**src/rtl/rr_arb_mux_pkg.sv**
```systemverilog
`default_nettype none
// ============================================================================
// Module  : arb_pkg
// Brief   : Shared arbiter types and the round-robin pointer wrap helper.
// Rev     : 1.0  initial release
// ============================================================================
package arb_pkg;

   typedef enum logic [0:0] {
      ARB_IDLE = 1'b0,
      ARB_HOLD = 1'b1
   } arb_state_e;

   localparam int unsigned ARB_PTR_MAX_W = 16;

   // Increment modulo 2**ctrl; callers cast the result to their own pointer width.
   function automatic logic [ARB_PTR_MAX_W-1:0] rr_next(
      input logic [ARB_PTR_MAX_W-1:0] ptr,
      input int unsigned              ctrl
   );
      logic [ARB_PTR_MAX_W-1:0] mask;
      mask = (ARB_PTR_MAX_W'(1) << ctrl) - ARB_PTR_MAX_W'(1);
      return (ptr + ARB_PTR_MAX_W'(1)) & mask;
   endfunction

endpackage
`default_nettype wire

```
**src/rtl/rr_arb_mux_if.sv**
```systemverilog
`default_nettype none
// ============================================================================
// Module  : rr_arb_mux_if
// Brief   : N request channels in, one arbitrated channel out (valid/ready).
// Rev     : 1.0  initial release
// ============================================================================
interface rr_arb_mux_if #(
   parameter int unsigned CTRL       = 2,
   parameter int unsigned DATA_WIDTH = 1
);
   localparam int unsigned N = 2**CTRL;

   logic [N-1:0]          in_valid;
   logic [DATA_WIDTH-1:0] in_data [N];
   logic [N-1:0]          in_ready;
   logic                  out_valid;
   logic [DATA_WIDTH-1:0] out_data;
   logic [CTRL-1:0]       out_sel;
   logic                  out_ready;

   modport master (
      output in_valid, in_data, out_ready,
      input  in_ready, out_valid, out_data, out_sel
   );

   modport slave (
      input  in_valid, in_data, out_ready,
      output in_ready, out_valid, out_data, out_sel
   );
endinterface
`default_nettype wire

```
**src/rtl/rr_arb_mux_pick.sv**
```systemverilog
`default_nettype none
// ============================================================================
// Module  : rr_pick
// Brief   : First valid request at or after ptr, wrapping modulo N.
// Rev     : 1.0  initial release
// ============================================================================
module rr_pick #(
   parameter int unsigned CTRL = 2
) (
   input  logic [2**CTRL-1:0] valid_i,
   input  logic [CTRL-1:0]    ptr_i,
   output logic               any_valid_o,
   output logic [CTRL-1:0]    idx_o
);
   localparam int unsigned N = 2**CTRL;

   // Scan from the farthest offset down so the nearest hit to ptr wins.
   always_comb begin
      logic [CTRL-1:0] cand;
      any_valid_o = |valid_i;
      idx_o       = '0;
      cand        = '0;
      for (int k = N - 1; k >= 0; k--) begin
         cand = ptr_i + CTRL'(k);
         if (valid_i[cand]) begin
            idx_o = cand;
         end
      end
   end
endmodule
`default_nettype wire

```
**src/rtl/rr_arb_mux.sv**
```systemverilog
`default_nettype none
// ============================================================================
// Module  : rr_arb_mux
// Brief   : Round-robin N:1 valid/ready mux with grant lock while stalled.
//           Define RR_ARB_MUX_OUT_REG_EN for a 1-entry registered output stage.
// Rev     : 1.0  initial release
// ============================================================================
module rr_arb_mux
   import arb_pkg::*;
#(
   parameter int unsigned CTRL       = 2,
   parameter int unsigned DATA_WIDTH = 1
) (
   input  logic         clk,
   input  logic         reset,
   rr_arb_mux_if.slave  bus
);
   arb_state_e            state_q, state_d, state_eff;
   logic [CTRL-1:0]       ptr_q, ptr_d, ptr_eff;
   logic [CTRL-1:0]       gnt_q, gnt_d, gnt;
   logic [CTRL-1:0]       pick_idx;
   logic                  pick_any;
   logic                  arb_valid, arb_ready, arb_hs;
   logic [DATA_WIDTH-1:0] arb_data;
   logic [CTRL-1:0]       arb_sel;

   // While reset is asserted the outputs already behave as IDLE with ptr=0.
   assign state_eff = reset ? ARB_IDLE : state_q;
   assign ptr_eff   = reset ? '0 : ptr_q;

   rr_pick #(.CTRL(CTRL)) u_pick (
      .valid_i     (bus.in_valid),
      .ptr_i       (ptr_eff),
      .any_valid_o (pick_any),
      .idx_o       (pick_idx)
   );

   always_ff @(posedge clk) begin
      if (reset) begin
         state_q <= ARB_IDLE;
         ptr_q   <= '0;
         gnt_q   <= '0;
      end else begin
         state_q <= state_d;
         ptr_q   <= ptr_d;
         gnt_q   <= gnt_d;
      end
   end

   always_comb begin
      state_d = state_eff;
      ptr_d   = ptr_eff;
      gnt_d   = gnt;
      case (state_eff)
         ARB_IDLE: if (arb_valid && !arb_ready) state_d = ARB_HOLD;
         ARB_HOLD: if (arb_hs)                  state_d = ARB_IDLE;
         default:                               state_d = ARB_IDLE;
      endcase
      if (arb_hs) begin
         ptr_d = CTRL'(rr_next(ARB_PTR_MAX_W'(gnt), CTRL));
      end
   end

   always_comb begin
      gnt          = (state_eff == ARB_HOLD) ? gnt_q : pick_idx;
      arb_valid    = pick_any && bus.in_valid[gnt];
      arb_data     = arb_valid ? bus.in_data[gnt] : '0;
      arb_sel      = arb_valid ? gnt : '0;
      arb_hs       = arb_valid && arb_ready;
      bus.in_ready = '0;
      bus.in_ready[gnt] = arb_ready;
   end

`ifdef RR_ARB_MUX_OUT_REG_EN
   logic                  full_q;
   logic [DATA_WIDTH-1:0] odata_q;
   logic [CTRL-1:0]       osel_q;

   // Skid-free single entry: refills in the same cycle it drains.
   assign arb_ready = !full_q || bus.out_ready;

   always_ff @(posedge clk) begin
      if (reset) begin
         full_q  <= 1'b0;
         odata_q <= '0;
         osel_q  <= '0;
      end else if (arb_hs) begin
         full_q  <= 1'b1;
         odata_q <= arb_data;
         osel_q  <= arb_sel;
      end else if (bus.out_ready) begin
         full_q  <= 1'b0;
      end
   end

   assign bus.out_valid = full_q;
   assign bus.out_data  = odata_q;
   assign bus.out_sel   = osel_q;
`else
   assign arb_ready     = bus.out_ready;
   assign bus.out_valid = arb_valid;
   assign bus.out_data  = arb_data;
   assign bus.out_sel   = arb_sel;
`endif
endmodule
`default_nettype wire

```
**src/flat_wrapper.sv**
```systemverilog
// flat-port wrapper written by rule: the top's interface ports become plain ports
module rr_arb_mux_flat import arb_pkg::*;
#(
   parameter int unsigned CTRL       = 2,
   parameter int unsigned DATA_WIDTH = 1
)
  (clk, reset, bus_in_valid, bus_in_data, bus_out_ready, bus_in_ready, bus_out_valid, bus_out_data, bus_out_sel);
  rr_arb_mux_if #(.CTRL(CTRL), .DATA_WIDTH(DATA_WIDTH)) bus_i ();
  input  logic clk;
  input  logic reset;
  input wire logic [$bits(bus_i.in_valid)-1:0] bus_in_valid;
  input wire logic [$bits(bus_i.in_data)-1:0] bus_in_data;
  input wire logic [$bits(bus_i.out_ready)-1:0] bus_out_ready;
  output wire logic [$bits(bus_i.in_ready)-1:0] bus_in_ready;
  output wire logic [$bits(bus_i.out_valid)-1:0] bus_out_valid;
  output wire logic [$bits(bus_i.out_data)-1:0] bus_out_data;
  output wire logic [$bits(bus_i.out_sel)-1:0] bus_out_sel;
  assign bus_i.in_valid = bus_in_valid;
  assign bus_i.in_data = {>>{bus_in_data}};
  assign bus_i.out_ready = bus_out_ready;
  assign bus_in_ready = bus_i.in_ready;
  assign bus_out_valid = bus_i.out_valid;
  assign bus_out_data = bus_i.out_data;
  assign bus_out_sel = bus_i.out_sel;
  rr_arb_mux #(.CTRL(CTRL), .DATA_WIDTH(DATA_WIDTH)) u_core (.clk(clk), .reset(reset), .bus(bus_i));
endmodule
```
**config.mk**
```make
export PLATFORM = sky130hd
export DESIGN_NAME = rr_arb_mux_flat
export DESIGN_NICKNAME = d
export VERILOG_FILES = /design/src/rtl/rr_arb_mux_pkg.sv /design/src/rtl/rr_arb_mux_if.sv /design/src/rtl/rr_arb_mux_pick.sv /design/src/rtl/rr_arb_mux.sv /design/src/flat_wrapper.sv
export SDC_FILE = /design/constraint.sdc
export NUM_CORES = 1
export LEC_CHECK = 0
export BUFFER_PORTS_ARGS = -buffer_cell sky130_fd_sc_hd__buf_2
export CAP_MARGIN = 20
export CORE_UTILIZATION = 50
export DETAILED_ROUTE_END_ITERATION = 6
export PLACE_DENSITY = 0.77
export SYNTH_ARGS = -nofsm -noshare
export SYNTH_HDL_FRONTEND = slang
export SYNTH_SLANG_ARGS = --single-unit
```
**constraint.sdc**
```tcl
create_clock -name clk -period 5.5 [get_ports clk]
set_clock_uncertainty 0.1 [all_clocks]
set_input_delay 0.825 -clock clk [delete_from_list [all_inputs] [get_ports clk]]
set_output_delay 0.825 -clock clk [all_outputs]
set_load 0.02 [all_outputs]
```
Yosys cells after proc, flatten, opt, wreduce, memory -nomap -nowiden
Index checks and enable logic that the tools add are counted.
{ "word_totals": {"inputBits": 11, "word_cells": 51, "ramBits": 0, "romBits": 0, "latchBits": 0, "ff_bits": 5, "mem_count": 0, "out_inout_bits": 8} }
{ "op_classes": {"n_reduce_logical": 6, "order_cmp": 7, "n_shift": 0, "div_mod_pow": 0, "addsub": 4, "n_mul": 0, "muxes": 28, "n_bitwise": 3, "eq_ne": 0} }
{ "ops": {"columns": ["operator", "count"], "rows": [
  ["two-way mux 2 bit", 8],
  ["less-than comparator 2 x 3 -> 1 bit (second input constant)", 5],
  ["binary-select mux 1 bit (select 2 bit)", 6],
  ["two-way mux 1 bit", 12],
  ["adder 2 x 1 -> 2 bit (second input constant)", 2],
  ["adder 2 bit (second input constant)", 2],
  ["AND 4 bit", 1],
  ["logical AND 1 bit", 4],
  ["OR reduction 4 bit", 1],
  [">= comparator 3 bit (second input constant)", 1],
  ["NOT 2 -> 3 bit", 1],
  ["demux 1 bit (select 2 bit)", 1],
  [">= comparator 2 x 1 -> 1 bit (second input constant)", 1],
  ["one-hot mux 1 bit (2 select lines)", 1],
  ["zero test 1 bit", 1],
  ["NOT 1 bit", 1]
]} }

Longest topological paths before layout
Gate-level depths: netlist (run 1).
{ "logic_depth": {"ltp_word": 15, "depth_mapped": 9, "ltp_nobuf": 8} }

Cells and area by module
A second synthesis (run 1) with hierarchy kept.
{ "hier_totals": {"hier_cells": 59, "area_unflattened_um2": 533.0} }
{ "by_module_without_submodules": {"columns": ["mod", "area_per_inst_um2", "cells_each", "seq_area_each_um2", "n_inst"], "rows": [
  ["rr_arb_mux", 455.4, 46, 100.1, 1],
  ["rr_pick", 77.6, 13, 0.0, 1]
]} }

Least setup slack after synthesis (run 1)
Ideal clock, no wire load.
{ "synth_path": {"kind": "input -> output", "startpoint": "in bus_in_valid[2]", "endpoint": "out bus_in_ready[3]", "slack_ns": 2.150, "t_required_ns": 4.575, "cell_stages": 8, "arrival_time_ns": 2.425, "n_path_buf": 0, "cell_sequence": "or2_0 > a21o_1 > a32oi_2 > mux2_4 > nor2_8 > inv_1 > ha_1 > and2_1"} }
{ "synth_via": {"elab_chain_len": 12, "word_cells_on_any_way": 19, "cone_classes": "order compare: 2; mux: 15; bitwise: 1; reduce/logical: 1"} }
{ "synth_lines": {"columns": ["item", "line", "text"], "rows": [
  ["start: declaration", "flat_wrapper.sv:11", "input wire logic [$bits(bus_i.in_valid)-1:0] bus_in_valid;"],
  ["binary-select mux 1 bit (select 2 bit)", "rr_arb_mux_pick.sv:25", "if (valid_i[cand]) begin"],
  ["two-way mux 1 bit (implied by the code)", "rr_arb_mux_pick.sv:25", null],
  ["two-way mux 2 bit (3 in a row)", "rr_arb_mux_pick.sv:25", null],
  ["two-way mux 2 bit (*)", "rr_arb_mux_pick.sv:25", null],
  ["two-way mux 2 bit (*)", "rr_arb_mux.sv:65", "gnt = (state_eff == ARB_HOLD) ? gnt_q : pick_idx;"],
  ["net u_core.gnt[0]", "rr_arb_mux.sv:20", "logic [CTRL-1:0] gnt_q, gnt_d, gnt;"],
  ["less-than comparator 2 x 3 -> 1 bit (implied by the code) / >= comparator 2 x 1 -> 1 bit (equally long branches)", "rr_arb_mux.sv:71", "bus.in_ready[gnt] = arb_ready;"],
  ["logical AND 1 bit (implied by the code)", "rr_arb_mux.sv:71", null],
  ["two-way mux 1 bit (implied by the code)", "rr_arb_mux.sv:71", null],
  ["demux 1 bit (select 2 bit) (*)", null, null],
  ["AND 4 bit (no line) (*)", null, null],
  ["end: declaration", "flat_wrapper.sv:14", "output wire logic [$bits(bus_i.in_ready)-1:0] bus_in_ready;"]
]} }
The timed path passes the listed nets; every way through them passes the cells marked *. The select of a mux whose other input is x is not followed.

Final worst setup path (run 1)
{ "layout_path": {"startpoint": "in reset", "endpoint": "out bus_in_ready[3]"} }
{ "layout_via": {"elab_chain_len": 14, "word_cells_on_any_way": 24, "cone_classes": "add/sub: 3; order compare: 2; mux: 17; bitwise: 1; reduce/logical: 1"} }
{ "layout_lines": {"columns": ["item", "line", "text"], "rows": [
  ["start: declaration", "flat_wrapper.sv:10", "input logic reset;"],
  ["two-way mux 2 bit", "rr_arb_mux.sv:29", "assign ptr_eff = reset ? '0 : ptr_q;"],
  ["adder 2 bit", "rr_arb_mux_pick.sv:24", "cand = ptr_i + CTRL'(k);"],
  ["binary-select mux 1 bit (select 2 bit)", "rr_arb_mux_pick.sv:25", null],
  ["two-way mux 1 bit (implied by the code)", "rr_arb_mux_pick.sv:25", null],
  ["two-way mux 2 bit (4 in a row)", "rr_arb_mux_pick.sv:25", null],
  ["two-way mux 2 bit (*)", "rr_arb_mux.sv:65", null],
  ["net u_core.gnt[0]", "rr_arb_mux.sv:20", null],
  ["less-than comparator 2 x 3 -> 1 bit (implied by the code) / >= comparator 2 x 1 -> 1 bit (equally long branches)", "rr_arb_mux.sv:71", null],
  ["logical AND 1 bit (implied by the code)", "rr_arb_mux.sv:71", null],
  ["two-way mux 1 bit (implied by the code)", "rr_arb_mux.sv:71", null],
  ["demux 1 bit (select 2 bit) (*)", null, null],
  ["AND 4 bit (no line) (*)", null, null]
]} }
Marks and branches as above.

==> out/summary.md, run 1 <==
• **Die W** 38.6 um
• **# IOs** 19
• **Final Setup Violations** 0
• **instance count along the most critical hold path** 2
• **TNS Setup** 0 ps
• **iteration-0 DRC count of the detailed router** 13
• **Gate Count Post-Synth** 78
• **per-cell routed wire length** 13.7 um
• **worst hold endpoint** u_core.state_q
• **worst-path cell chain** buf_2 -> and2b_2 -> nand3b_1 -> a32oi_2 -> mux2_4 -> nor2_8 -> inv_1 -> ha_1 -> and2_1 -> buf_2
• **Antenna Nets Post-Route** 0
• **first-pass GRT wire length** 2500 um
• **Total Die Area** 1490 um^2
• **final wirelength** 1530 um
• **layout cell share with drive strength beyond 1** 38.8%
• **standard cell with the maximum stage delay on the critical path** mux2_4
• **reg-to-reg setup timing slack** 2990 ps
• **Reg clk slew, reported paths** 40 ps
• **crit path kind** input port to output pin
• **largest net degree at the start of global routing** 13
• **total number of vias** 643
• **antenna violations before repair** 0
• **max-slew violation count** 0
• **actual transition at the worst max-transition pin** 320 ps
• **Detail Placement HPWL** 1250 um
• **number of buffers on the longest clock path** 2
• **overall fraction of global-route tracks in use** 24.3%
• **num rows** 12
• **sequential share of the synthesized area** 15.0%
• **run status** finished clean
• **element type at the critical path end** output pin
• **Syn Nets** 93
• **average size of a mapped cell** 8.57 um^2
• **number of nets in the layout** 114
• **worst IR drop on VDD** 0.156 mV
• **most frequent standard cell in the layout excluding fill and tap cells** buf_2
• **via count of the first global-routing pass** 573
• **gr ovfl total** 0
• **number of maximum-capacitance violations** 0
• **number of diodes** 0
• **PwrDens** 244 nW/um^2
• **vias per cell** 5.74
• **DRT Pass-1 Iters** 4
• **minimum clock period after layout** 3730 ps
• **number of cells in the design after placement** 108
• **Reg-to-Reg Start** u_core.ptr_q[0]
• **CTS Sinks** 5
• **startpoint kind of the worst setup timing path** input port
• **Skew-Pair Late Insertion Delay** 240 ps
• **H-tree depth reported by CTS** 1
• **post-synthesis sequential element count** 5
• **post-synthesis instance area** 668 um^2
• **Arrival @ worst endpoint** 2800 ps
• **layout-stage area growth over the synthesis result** 17.6%
• **unrepaired setup endpoints after global routing** no
• **dominant cell type by count on the critical path** buf_2
• **Hold Path Origin** u_core.state_q
• **Hold Worst Slack** 476 ps
• **TritonCTS clock tree** done
• **critical register-to-register path endpoint** u_core.ptr_q[1]
• **post-CTS repair timing setup buffer count** 0
• **number of buffers inserted for hold repair after clock tree synthesis** 0
• **Finished Layout Cells** 112
• **CP required** 4580 ps
• **yosys synthesis warning count** 0
• **delay of the slowest cell on the worst path** 370 ps
• **CORE AREA** 1170 um^2
• **Starting Density** 57.1%
• **total power** 0.000191 W
• **DRC errors left** 0
• **GPL Wtd Cong** 0.833
• **fmax** 0.268 GHz
• **number of I/O port buffers** 18
• **number of cells traversed by the worst register-to-register path** 8
• **Max-Slew Margin vs Limit** 78.6%
• **Hold Vio Cnt, Final** 0
• **ratio of final minimum period to clock period** 67.8%
• **worst hold path class** register to register
• **die height** 38.6 um
• **count of unique library cells instantiated by Yosys** 43
• **post_cts resized** 0
• **leakage power** 0.359 nW
• **number of CTS-inserted buffers** 3
• **library cell used as clock root buffer** clkbuf_4
• **highest-count cells in the layout ignoring fill and taps** 18 x buf_2, 8 x nor2_1, 5 x and2_1, 5 x dfxtp_1
• **critical path fanouts, max** 12
-- how the worst max path moves through the flow --
stage,start,end,cells after the start
3_5_place_dp,reset,bus_in_ready[3],10
2_1_floorplan,bus_in_valid[2],bus_in_ready[3],8
4_1_cts,reset,bus_in_ready[3],10
6_report,reset,bus_in_ready[3],10
5_1_grt,reset,bus_in_ready[3],10
3_3_place_gp,reset,bus_in_ready[3],10
-- logic make-up (layout without fill, tap and decap cells) --
logic type	Yosys count	count (layout)	synth area share, %
muxes	5	5	9.18
DFF	5	5	15.0
AOI/OAI and AO/OA	25	25	33.9
and+or+nand+nor	32	32	29.2
buffers and inverters	7	27	5.24
adders and majority gates	4	4	7.49
-- where the power goes --
part	switching, W	internal (W)	total [W]
Clock	0.0000145	0.0000274	0.0000419
Combinational	0.0000599	0.0000435	0.000103
Sequential	0.00000480	0.0000413	0.0000461
Total	0.0000792	0.000112	0.000191
-- flip-flops by register name (all words and copies together), names as in the netlist --
register,count
u_core.gnt_q,2
u_core.state_q,1
u_core.ptr_q,2
-- Yosys cell counts --
cell type	n	area share (%)
nor2_1	8	4.5
and2_1	5	4.7
dfxtp_1	5	15
ha_1	4	7.5
inv_1	4	2.2
nand2_1	4	2.2
o211ai_1	3	3.4
a21o_1	2	2.2
a21oi_1	2	1.5
mux2_4	2	4.5
mux2i_1	2	3.0
nand2b_1	2	1.9
nand3_1	2	1.5
nand3b_1	2	2.2
nor3_1	2	1.5
o21ai_0	2	1.5
a2111oi_2	1	2.2
a211oi_1	1	1.1
a211oi_2	1	1.9
a21oi_2	1	1.3
a22o_1	1	1.3
a31oi_1	1	0.94
a32oi_2	1	2.4
a41o_1	1	1.5
and2_4	1	1.3
and2b_2	1	1.3
and3b_1	1	1.3
buf_2	1	0.75
buf_6	1	1.7
inv_2	1	0.56
mux2_2	1	1.7
nand3_2	1	1.5
nor2_8	1	3.0
nor2b_2	1	1.3
o2111ai_1	1	1.3
o21a_4	1	2.2
o21ai_1	1	0.75
o21ai_2	1	1.3
o21ai_4	1	2.4
o221ai_2	1	2.2
o22ai_1	1	0.94
o31a_1	1	1.3
or2_0	1	0.94
-- layer usage --
layer / vias to the layer above / track usage, % / share of wire (%)
met4: 0 / 10.3 / 1.4
met2: 10 / 42.5 / 48
met1: 301 / 31.0 / 48
met5: - / 0 / 0
li1: 330 / - / -
met3: 2 / 0 / 2.3
-- layout make-up --
class,count,area (um^2)
Clock buffer,4,26.3
Tap cell,14,17.5
Multi-Input combinational cell,66,533
Inverter,5,18.8
Fill cell,110,385
Timing Repair Buffer,18,90.1
Sequential cell,5,100
-- critical path, delay by kind of cell --
kind | cells | cell delay (ps)
buf+inv | 3 | 400
simple gates | 4 | 720
compound gates | 1 | 290
mux | 1 | 370
fa+ha+maj | 1 | 190
-- metrics by stage --
step | area [um^2] | util, % | worst slack, ps
3_3_place_gp | 759 | 64.9 | 1820
4_1_cts | 786 | 67.1 | 1780
5_1_grt | 786 | 67.1 | 1670
6_report | 786 | 67.1 | 1770
3_5_place_dp | 759 | 64.9 | 1780
2_1_floorplan | 668 | - | 2150
Power figures use the tool's default switching activity.
==> inputs of run 2 (changes only) <==
- CORE_UTILIZATION: 50 -> 45
- PLACE_DENSITY: 0.77 -> 0.73
- clock period: 5.5 -> 3.01 ns (I/O delays scaled with it)
==> out/summary.md, run 2 (same netlist as run 1, synthesis figures left out) <==
• **DRT Pass-1 Iters** 4
• **number of nets in the layout** 116
• **FF+latch area** 101 um^2
• **instance count along the most critical hold path** 2
• **minimum clock period after layout** 2900 ps
• **Setup WS post-layout** 114 ps
• **startpoint kind of the worst setup timing path** register
• **fmax** 0.345 GHz
• **largest registers in the final layout** u_core.gnt_q: 2 flops, u_core.ptr_q: 2 flops, u_core.state_q: 1 flops
• **layout-stage area growth over the synthesis result** 20.2%
• **number of I/O port buffers** 18
• **leakage power** 0.369 nW
• **layout cell share with drive strength beyond 1** 41.0%
• **number of diodes** 0
• **final wirelength** 1520 um
• **# IOs** 19
• **number of buffers on the longest clock path** 2
• **number of CTS-inserted buffers** 3
• **Reg clk slew, reported paths** 40 ps
• **number of cells traversed by the worst register-to-register path** 8
• **total number of vias** 633
• **Antenna Nets Post-Route** 0
• **most frequent standard cell in the layout excluding fill and tap cells** buf_2
• **run status** finished clean
• **actual transition at the worst max-transition pin** 315 ps
• **Starting Density** 50.1%
• **FILL cells** 127
• **gr ovfl total** 0
• **final instance area** 803 um^2
• **placement-stage worst setup slack** 125 ps
• **via count of the first global-routing pass** 504
• **per-cell routed wire length** 13.2 um
• **TritonCTS clock tree** done
• **number of buffers inserted for hold repair after clock tree synthesis** 0
• **footprint of the multi-input gates** 533 um^2
• **number of cells in the design after placement** 111
• **total power** 0.000353 W
• **antenna violations before repair** 0
• **DRC errors left** 0
• **max-slew violation count** 0
• **number of maximum-capacitance violations** 0
• **PwrDens** 439 nW/um^2
• **Total Die Area** 1640 um^2
• **Skew-Pair Late Insertion Delay** 230 ps
• **CTS Sinks** 5
• **TNS Setup** 0 ps
• **Die W** 40.5 um
• **worst hold path class** input port to register
• **largest net degree at the start of global routing** 10
• **CP required** 2460 ps
• **element type at the critical path end** output pin
• **crit path kind** register to output pin
• **CORE AREA** 1330 um^2
• **library cell used as clock root buffer** clkbuf_4
• **highest-count cells in the layout ignoring fill and taps** 18 x buf_2, 8 x nor2_1, 5 x and2_1
• **overall fraction of global-route tracks in use** 21.3%
• **vias per cell** 5.50
• **num rows** 13
• **Hold Vio Cnt, Final** 0
• **Detail Placement HPWL** 1260 um
• **Placed Instance Area** 776 um^2
• **Finished Layout Cells** 115
• **Max-Slew Margin vs Limit** 78.9%
• **critical path fanouts, max** 9
• **first-pass GRT wire length** 2280 um
• **unrepaired setup endpoints after global routing** no
• **worst IR drop on VDD** 0.236 mV
• **ratio of final minimum period to clock period** 96.2%
• **iteration-0 DRC count of the detailed router** 10
• **GPL Wtd Cong** 0.759
• **Arrival @ worst endpoint** 2340 ps
• **H-tree depth reported by CTS** 1
• **Final Setup Violations** 0
• **post-CTS repair timing setup buffer count** 0
• **die height** 40.5 um
-- run 2: cell count changes in the layout (fill, tap and decap cells not counted) --
| cell | before | now |
|---|---|---|
| dfxtp_1 | 5 | 4 |
| dfxtp_2 | 0 | 1 |
| buf_4 | 0 | 2 |
-- run 2: routing by layer --
layer | routed length [um] | global-route usage, %
met3 | 55 | 3.33
met5 | 0 | 0
met4 | 0 | 10.0
met1 | 739 | 29.1
met2 | 724 | 32.1
-- run 2: worst paths after layout --
check,slack [ps],endpoint,start
max,110,bus_in_ready[3],u_core.ptr_q[0]
min,430,u_core.state_q,bus_out_ready
max reg2reg,660,u_core.ptr_q[1],u_core.ptr_q[0]
min reg2reg,450,u_core.state_q,u_core.state_q
-- run 2: critical path, cell delays in order, from the launching register on --
cell and delay [ps]:
dfxtp_2 420, and2b_2 210, nand3b_1 120, a32oi_2 290
mux2_4 370, nor2_8 140, inv_1 70, ha_1 190
and2_1 140, buf_2 150
-- run 2: report_power, final --
| part | leakage, nW | switching, W | total (W) | internal [W] |
|---|---|---|---|---|
| combinational | 0.312 | 0.000110 | 0.000194 | 0.0000844 |
| sequential | 0.0415 | 0.00000898 | 0.0000848 | 0.0000758 |
| clock | 0.0150 | 0.0000243 | 0.0000742 | 0.0000499 |
| total | 0.369 | 0.000143 | 0.000353 | 0.000210 |
-- run 2: what timing repair did --
item	4_1_cts	5_1_grt
hold endpoints to repair	0	0
gates resized for setup	0	1
endpoints found under the setup margin	0	6
-- run 2: layout make-up --
type                    count  share of cell area, %
flip-flops and latches      5                   12.6
well taps                  15                   2.34
clock buffers               4                   3.27
multi-input cells          66                   66.4
inverters                   5                   2.34
repair buffers             20                   13.1
-- run 2: stage by stage --
| stage | hold WS [ps] | utilization (%) |
|---|---|---|
| floorplan | 425 | - |
| global placement | 435 | 58.2 |
| detailed placement | 441 | 58.2 |
| CTS | 418 | 60.1 |
| global route | 424 | 60.2 |
| finish | 432 | 60.2 |
